==> src/rtl/rr_mux_arbiter_pkg.sv <==
// Shared arbiter definitions: grant-state encodings and priority values.
package arb_defs;

  typedef enum logic [1:0] {
    IDLE  = 2'b00,
    GNT_A = 2'b01,
    GNT_B = 2'b10
  } state_e;

  localparam logic PRIO_A = 1'b0;
  localparam logic PRIO_B = 1'b1;

endpackage

==> src/rtl/mux_n.sv <==
// Gate-library N-bit 2:1 mux: y = a when sel is high, otherwise b.
module mux_n #(
  parameter int N = 32
) (
  input  logic         sel,
  input  logic [N-1:0] a,
  input  logic [N-1:0] b,
  output logic [N-1:0] y
);

  assign y = sel ? a : b;

endmodule

==> src/rtl/rr_mux_arbiter.sv <==
// Two-requester round-robin burst arbiter driving the select of a shared 2:1 datapath mux.
// Define ARB_BURST_LIMIT_EN to cap each grant at MAX_BEATS transfers.
module rr_mux_arbiter
  import arb_defs::*;
#(
  parameter int N         = 32,
  parameter int MAX_BEATS = 16
) (
  input  logic         clk,
  input  logic         rst,
  input  logic         req_a,
  input  logic         last_a,
  input  logic [N-1:0] data_a,
  output logic         ack_a,
  input  logic         req_b,
  input  logic         last_b,
  input  logic [N-1:0] data_b,
  output logic         ack_b,
  input  logic         out_ready,
  output logic         out_valid,
  output logic         out_last,
  output logic [N-1:0] out_data,
  output logic         grant_a,
  output logic         grant_b,
  output logic         busy
);

  state_e state_q, state_d;
  logic   prio_q, prio_d;
  logic   burst_end;
  logic   limit_hit;
  logic   rel_grant;

  if (MAX_BEATS < 1 || MAX_BEATS > 255) begin : g_max_beats_illegal
    $error("rr_mux_arbiter: MAX_BEATS must be in 1..255");
  end

  assign grant_a = (state_q == GNT_A);
  assign grant_b = (state_q == GNT_B);
  assign busy    = grant_a | grant_b;

  assign ack_a     = grant_a & req_a & out_ready;
  assign ack_b     = grant_b & req_b & out_ready;
  assign out_valid = (grant_a & req_a) | (grant_b & req_b);
  assign out_last  = (grant_a & req_a & last_a) | (grant_b & req_b & last_b);

  assign burst_end = (ack_a & last_a) | (ack_b & last_b);
  assign rel_grant = burst_end | limit_hit;

`ifdef ARB_BURST_LIMIT_EN
  localparam logic [7:0] LAST_BEAT_IDX = 8'(MAX_BEATS - 1);

  logic [7:0] cnt_q, cnt_d;
  logic       xfer;

  assign xfer      = ack_a | ack_b;
  assign limit_hit = xfer & (cnt_q == LAST_BEAT_IDX);

  // Counter restarts on every grant entry, so it is held at zero outside a grant.
  always_comb begin
    cnt_d = cnt_q;
    if (state_q == IDLE || rel_grant) begin
      cnt_d = 8'd0;
    end else if (xfer) begin
      cnt_d = cnt_q + 8'd1;
    end
  end

  always_ff @(posedge clk or posedge rst) begin
    if (rst) begin
      cnt_q <= 8'd0;
    end else begin
      cnt_q <= cnt_d;
    end
  end
`else
  assign limit_hit = 1'b0;
`endif

  // A released grant hands straight to a waiting peer, so there is no idle bubble.
  always_comb begin
    state_d = state_q;
    prio_d  = prio_q;
    case (state_q)
      IDLE: begin
        if (req_a && req_b) begin
          state_d = (prio_q == PRIO_B) ? GNT_B : GNT_A;
        end else if (req_a) begin
          state_d = GNT_A;
        end else if (req_b) begin
          state_d = GNT_B;
        end
      end
      GNT_A: begin
        if (rel_grant) begin
          prio_d  = PRIO_B;
          state_d = req_b ? GNT_B : IDLE;
        end
      end
      GNT_B: begin
        if (rel_grant) begin
          prio_d  = PRIO_A;
          state_d = req_a ? GNT_A : IDLE;
        end
      end
      default: state_d = IDLE;
    endcase
  end

  always_ff @(posedge clk or posedge rst) begin
    if (rst) begin
      state_q <= IDLE;
      prio_q  <= PRIO_A;
    end else begin
      state_q <= state_d;
      prio_q  <= prio_d;
    end
  end

  mux_n #(.N(N)) u_mux (
    .sel (grant_a),
    .a   (data_a),
    .b   (data_b),
    .y   (out_data)
  );

endmodule

==> config.mk <==
export PLATFORM = sky130hd
export DESIGN_NAME = rr_mux_arbiter
export DESIGN_NICKNAME = d
export VERILOG_FILES = /design/src/rtl/rr_mux_arbiter_pkg.sv /design/src/rtl/mux_n.sv /design/src/rtl/rr_mux_arbiter.sv
export SDC_FILE = /design/constraint.sdc
export NUM_CORES = 1
export LEC_CHECK = 0
export ABC_CLOCK_PERIOD_IN_PS = 1700
export BUFFER_PORTS_ARGS = -buffer_cell sky130_fd_sc_hd__clkbuf_2
export CORE_MARGIN = 8
export CORE_UTILIZATION = 28
export CTS_CLUSTER_DIAMETER = 40
export CTS_CLUSTER_SIZE = 14
export DETAILED_ROUTE_END_ITERATION = 7
export MAX_ROUTING_LAYER = met4
export PLACE_DENSITY = 0.83
export RECOVER_POWER = 50
export REMOVE_ABC_BUFFERS = 1
export SLEW_MARGIN = 20
export SYNTH_ARGS = -nofsm -noshare
export SYNTH_HDL_FRONTEND = slang
export SYNTH_SLANG_ARGS = --single-unit
==> constraint.sdc <==
create_clock -name clk -period 1.7 [get_ports clk]
set_input_delay 0.17 -clock clk [delete_from_list [all_inputs] [get_ports clk]]
set_output_delay 0.17 -clock clk [all_outputs]
set_load 0.01 [all_outputs]
==> flow_metrics.env, run 1 <==
export IMPL_status="finished, violations left"
export IMPL_violations="setup timing"
export IMPL_muxShareOfSynthArea=0.5180
export IMPL_tritoncts="yes"
export IMPL_async_flop_share=1.000
export IMPL_cp_slowest_cell="dfrtp_1"
export IMPL_post_place_ws_ns=0.06524
export IMPL_areaGrowthSynthToFinish_pct=123.6
export IMPL_clockBufferDepth=2
export IMPL_core_area_mm2=0.002410
export IMPL_power_density_mw_per_mm2=1250
export IMPL_drc=0
export IMPL_netlist_area_um2=695.7
export IMPL_synth_distinct_cells=22
export IMPL_portBuffers=109
export IMPL_tns_ns=-0.001849
export IMPL_routedWlPerCell_um=16.39
export IMPL_drive_gt1_frac=0.8579
export IMPL_antenna_cells=0
export IMPL_synthAdderAreaFrac=0.07194
export IMPL_synth_xor_area_frac=0
export IMPL_leakage_nw=0.8681
export IMPL_die_x_um=65.85
export IMPL_avgViaCountPerCell=4.809
export IMPL_timing_hold_violations_final=0
export IMPL_endpoint_kind="output port"
export IMPL_synth_area_leaders="mux2_2 (52%), dfrtp_1 (11%), ha_1 (7.2%)"
export IMPL_slew_violations=0
export IMPL_yosysWarnings=0
export IMPL_hpwl_mm=2.818
export IMPL_dr_pass1_iters=4
export IMPL_maxCapViolCount=0
export IMPL_fin_worst_skew_ns=0.005315
export IMPL_numCtsBuffers=3
export IMPL_reg2regPathDepth=5
export IMPL_clkSlewWorstSetupHoldPaths_ns=0.03
export IMPL_grt_max_degree=14
export IMPL_synth_area_leader_cell="mux2_2"
export IMPL_cp_max_fo=9
export IMPL_ant_nets=0
export IMPL_synth_compound_area_share=0.1151
export IMPL_ys_seq_area_frac=0.1079
export IMPL_synth_most_common_cell="mux2_2"
export IMPL_slew_headroom=0.7942
export IMPL_path_cells="inv_2 > ha_4 > buf_8 > mux2_2 > clkbuf_2"
export IMPL_synth_top_area_share=0.5180
export IMPL_holdPathEnd="state_q[1]"
export IMPL_synth_seq_cells=3
export IMPL_critPathMaxStageDelay_ns=0.37
export IMPL_clkSinkCount=3
export IMPL_period_share=1.001
export IMPL_overflow=0
export IMPL_seq_power_share=0.068
export IMPL_grt_pass1_wl_mm=4.767
export IMPL_grt_usage=0.1426
export IMPL_drt_iter0_markers=47
export IMPL_utilization=0.6454
export IMPL_grt_setup_unrepaired="yes"
export IMPL_cts_root_buf="clkbuf_4"
export IMPL_p_clk_frac=0.068
export IMPL_p_sw_w=0.0007639
export IMPL_place_gp_congestion=0.8646
export IMPL_yosys_top_cells_count="mux2_2 (32), buf_4 (4), ha_1 (4)"
export IMPL_pwr_share_comb=0.864
export IMPL_synth_top_family_by_area="multiplexers"
export IMPL_startpoint_type="register"
export IMPL_setup_viol=1
export IMPL_netlist_instances=69
export IMPL_layout_setup_ws_ns=-0.001849
export IMPL_max_freq_mhz=587.6
export IMPL_synth_ff_type="dfrtp_1"
export IMPL_tightest_slew_ns=0.3073
export IMPL_min_from="req_b"
export IMPL_wl_mm=3.606
export IMPL_synth_edf_count=0
export IMPL_hold_slack_ns=0.2878
export IMPL_swShare=0.3930
export IMPL_clkLatencyLatePin_ns=0.24
export IMPL_vias=1058
export IMPL_cp_arrival_ns=1.53
export IMPL_r2r_end="state_q[1]"
export IMPL_rr_startpoint="state_q[0]"
export IMPL_p_int_w=0.001180
export IMPL_nets=266
export IMPL_antenna_found_initial=0
export IMPL_synthSimpleGateAreaFrac=0.1277
export IMPL_critPathRequiredTime_ns=1.53
export IMPL_synth_avg_cell_area_um2=10.08
export IMPL_die_area_mm2=0.004336
export IMPL_crit_type="register to output port"
export IMPL_h_tree_depth=1
export IMPL_holdPathStages=3
export IMPL_first_global_vias=1116
export IMPL_rrSetupSlack_ns=0.09
export IMPL_max_vdd_ir_drop_v=0.0007786
export IMPL_initial_utilization=0.2887
export IMPL_pin_count=110
export IMPL_die_height_um=65.85
export IMPL_min_path_type="input port to register"
export IMPL_period_minus_slack_ns=1.702
export IMPL_core_rowCount=18
## worst max-delay path, delay by kind of cell (launching register included)
kind	cells	cell delay, ns
DFF	1	0.37
muxes	1	0.34
buffers and inverters	3	0.36
adders and majority gates	1	0.21
## cells by family (layout without fill, tap and decap cells)
family | after synthesis | in the layout
multiplexers | 32 | 32
AND/OR/NAND/NOR | 14 | 14
adder cells (fa/ha/maj) | 4 | 4
AO/OA/AOI/OAI | 9 | 9
flip-flops | 3 | 3
buffers and inverters | 7 | 128
## metal layers
metal,wire length (um),global-route usage
met1,1382,0.1490
met2,1846,0.2424
met3,340,0.06610
met4,36,0.02452
met5,0,-
## worst max-delay path by stage
stage,from,endpoint,slack (ns),cells after the start
2_1_floorplan,state_q[1],state_q[1],-0.59,5
4_1_cts,state_q[1],out_data[13],-0.01,5
3_3_place_gp,state_q[1],out_data[28],0.09,5
3_5_place_dp,state_q[1],out_data[7],0.07,5
5_1_grt,state_q[1],out_last,-0.07,7
6_report,state_q[1],out_data[30],-0.002,5
## sequential cells by signal, summed over array words and instances (netlist names)
signal   flops
prio_q       1
state_q      2
## through the flow
stage	total power [W]	cells	cell area (um2)
2_1_floorplan	0.0009169	65	665.6
3_3_place_gp	0.001371	208	1279
3_5_place_dp	0.001381	208	1279
4_1_cts	0.001740	219	1415
5_1_grt	0.002068	220	1555
6_report	0.001944	220	1555
## cell type report
cell class	count	area (um2)
multi-input cells	59	639.4
well taps	30	37.54
clock buffers	4	26.28
fillers	214	854.6
flip-flops and latches	3	75.07
inverters	3	11.26
repair buffers	121	765.7
## layout by cell type (no fill, tap or decap), drive strengths merged
cell	n
a21oi	2
a2bb2oi	1
or2	1
nand3	2
dfrtp	3
a21boi	1
nand2b	2
a22o	1
a31oi	1
clkbuf	100
nand2	2
buf	24
o32ai	2
dlygate4sd3	1
nor3b	1
inv	3
mux2	32
o21ai	1
ha	4
nand4	2
and2	1
and3	3
## power by group through the flow
stage / Combinational, W / Sequential, W / Clock (W)
final: 0.00168 / 0.000132 / 0.000132
after global routing: 0.00179 / 0.000135 / 0.000142
after CTS: 0.00147 / 0.000131 / 0.000137
after detailed placement: 0.00125 / 0.000129 / 0
after global placement: 0.00124 / 0.000127 / 0
after floorplan: 0.000795 / 0.000122 / 0
## timing repair
action,4_1_cts,5_1_grt
endpoints found under the setup margin,33,35
hold buffers,1,0
gates resized for setup,10,40
cloned,1,0
hold endpoints to repair,3,0
setup buffers,5,1
(Power assumes the default switching activity.)
==> run 2, diff against run 1 <==
- ABC_AREA: unset -> 1
- CORE_UTILIZATION: 28 -> 29
- PLACE_DENSITY: 0.83 -> 0.85
==> run 2 against run 1 <==
  * The run now ends clean
  * Via count down 4.1%
  * Routed wire length is 11% lower
  * Flip-flop and latch count stayed put
  * Core utilization is 7.0 points lower
  * Register-to-register slack gained 0.08 ns
  * Sequential share of layout area grew 0.73 points
  * Critical path depth did not move
  * Non-clock buffer count shrank 6
  * Largest cell class unchanged
  * Largest power group unchanged
==> flow_metrics.env, run 2 <==
export IMPL_synth_area_leader_cell="mux2_2"
export IMPL_clkLatencyLatePin_ns=0.23
export IMPL_netlist_area_um2=701.9
export IMPL_vias=1015
export IMPL_period_share=0.9887
export IMPL_routedWlPerCell_um=14.23
export IMPL_synth_edf_count=0
export IMPL_clkSinkCount=3
export IMPL_synth_top_area_share=0.5134
export IMPL_synth_seq_cells=3
export IMPL_pin_count=110
export IMPL_die_height_um=65.20
export IMPL_startpoint_type="register"
export IMPL_antenna_found_initial=0
export IMPL_largest_register_ffs=2
export IMPL_grt_max_degree=15
export IMPL_fin_area_mm2=0.001373
export IMPL_synth_ff_type="dfrtp_1"
export IMPL_tns_ns=0
export IMPL_critPathRequiredTime_ns=1.53
export IMPL_ant_nets=0
export IMPL_die_area_mm2=0.004250
export IMPL_fin_worst_skew_ns=0.0004043
export IMPL_core_rowCount=18
export IMPL_clockBufferDepth=2
export IMPL_dp_cells=218
export IMPL_synth_area_leaders="mux2_2 (51%), dfrtp_1 (11%), nand2_1 (8.6%)"
export IMPL_period_minus_slack_ns=1.681
export IMPL_leakage_nw=0.8013
export IMPL_first_global_vias=1160
export IMPL_drive_gt1_frac=0.7959
export IMPL_numCtsBuffers=3
export IMPL_max_freq_mhz=594.9
export IMPL_timing_hold_violations_final=0
export IMPL_layout_setup_ws_ns=0.01915
export IMPL_slew_violations=0
export IMPL_post_dp_cell_area_mm2=0.001267
export IMPL_cp_arrival_ns=1.51
export IMPL_synth_avg_cell_area_um2=8.666
export IMPL_maxCapViolCount=0
export IMPL_yosys_top_cells_count="mux2_2 (32), nand2_1 (16), inv_1 (6), nand3_1 (6)"
export IMPL_max_vdd_ir_drop_v=0.0005689
export IMPL_post_place_ws_ns=0.1205
export IMPL_total_power_w=0.001559
export IMPL_avgViaCountPerCell=4.491
export IMPL_drt_iter0_markers=40
export IMPL_crit_type="register to output port"
export IMPL_dr_pass1_iters=4
export IMPL_cts_root_buf="clkbuf_4"
export IMPL_endpoint_kind="output port"
export IMPL_mostFrequentLayoutCells="clkbuf_2 (109), mux2_2 (32), nand2_1 (16), nand3_1 (6), inv_1 (5)"
export IMPL_die_x_um=65.20
export IMPL_status="finished, final reports clean"
export IMPL_tightest_slew_ns=0.1772
export IMPL_hpwl_mm=2.812
export IMPL_final_common_cell="clkbuf_2"
export IMPL_synth_most_common_cell="mux2_2"
export IMPL_async_flop_share=1.000
export IMPL_grt_pass1_wl_mm=5.023
export IMPL_ys_seq_area_frac=0.1070
export IMPL_yosysWarnings=0
export IMPL_grt_usage=0.1496
export IMPL_initial_utilization=0.2940
export IMPL_synth_distinct_cells=14
export IMPL_antenna_cells=0
export IMPL_clkSlewWorstSetupHoldPaths_ns=0.04
export IMPL_areaGrowthSynthToFinish_pct=95.54
export IMPL_setup_viol=0
export IMPL_wl_mm=3.216
export IMPL_finalNonFillerCells=226
export IMPL_grt_setup_unrepaired="yes"
export IMPL_tritoncts="yes"
export IMPL_netlist_instances=81
export IMPL_min_path_type="input port to register"
export IMPL_portBuffers=109
export IMPL_fill_cells=250
export IMPL_cp_max_fo=12
export IMPL_reg_top3="state_q (2), prio_q (1)"
export IMPL_place_gp_congestion=0.7888
export IMPL_drc=0
export IMPL_power_density_mw_per_mm2=1136
export IMPL_h_tree_depth=1
export IMPL_largest_register="state_q"
export IMPL_slew_headroom=0.8819
export IMPL_core_area_mm2=0.002387
export IMPL_overflow=0
export IMPL_nets=272
==> run 2: cell types whose count changed after synthesis, moves of 3 or more <==
cell,delta
nand2_1,+14
buf_4,-4
buf_6,+4
nand3_1,+4
inv_1,+3
==> run 2: final timing paths <==
kind	slack, ns	endpoint	startpoint	cells past startpoint
min reg2reg	0.52	prio_q	prio_q	2
max reg2reg	0.17	state_q[1]	state_q[0]	8
max	0.02	out_data[24]	state_q[1]	5
max in group asynchronous	1.22	state_q[0]	rst	3
min in group asynchronous	0.34	prio_q	rst	3
min	0.23	prio_q	out_ready	3
==> run 2: where the power goes <==
group	internal [W]	leakage [nW]	switching [W]	total, W
Clock	0.0000877	0.0150	0.0000331	0.000121
Combinational	0.000695	0.750	0.000606	0.00130
Sequential	0.000107	0.0365	0.0000301	0.000137
==> run 2: timing repair <==
action                                  in CTS  in global routing
resized for setup                            6                  2
endpoints found under the setup margin      32                 32
endpoints found under the hold margin        3                  0
cloned                                       1                  0
setup buffers                                1                  1
hold buffers                                 1                  0
==> run 2: final cells by class <==
type / instances / area (um2) / share of cell area
timing repair buffer: 115 / 638.1 / 0.4649
clock buffer: 4 / 26.28 / 0.01914
sequential: 3 / 76.32 / 0.05561
inverter: 6 / 22.52 / 0.01641
tap: 30 / 37.54 / 0.02735
multi-input combinational: 68 / 571.8 / 0.4166
==> run 2: metrics by stage <==
step | util | hold WS (ns)
6_report | 0.5749 | 0.2325
5_1_grt | 0.5749 | 0.2604
4_1_cts | 0.5692 | 0.2298
3_5_place_dp | 0.5309 | 0.02035
3_3_place_gp | 0.5309 | 0.02006
2_1_floorplan | - | -0.07636
==> run 2: worst max-delay path, cell delays in order (launching register included) <==
cell and delay [ns]:
dfrtp_1 0.38, inv_2 0.08, ha_4 0.19, buf_12 0.15, mux2_2 0.34, clkbuf_2 0.13
==> run 2: cell families (layout without fill, tap and decap cells) <==
kind of cell | count (synthesis) | after routing | synth area share
and+or+nand+nor | 30 | 30 | 0.1979
muxes | 32 | 32 | 0.5134
DFF | 3 | 3 | 0.1069
adders and majority gates | 4 | 4 | 0.07130
AOI/OAI and AO/OA | 2 | 2 | 0.01426
buffers and inverters | 10 | 125 | 0.09625
==> run 2: metal layers <==
| metal | track usage | routed length [um] | share of wire | vias to the layer above |
|---|---|---|---|---|
| li1 | - | - | - | 507 |
| met1 | 0.1501 | 1228 | 0.38 | 431 |
| met2 | 0.2632 | 1531 | 0.48 | 77 |
| met3 | 0.06463 | 456 | 0.14 | 0 |
| met4 | 0.03270 | 0 | 0 | 0 |
| met5 | - | 0 | 0 | - |
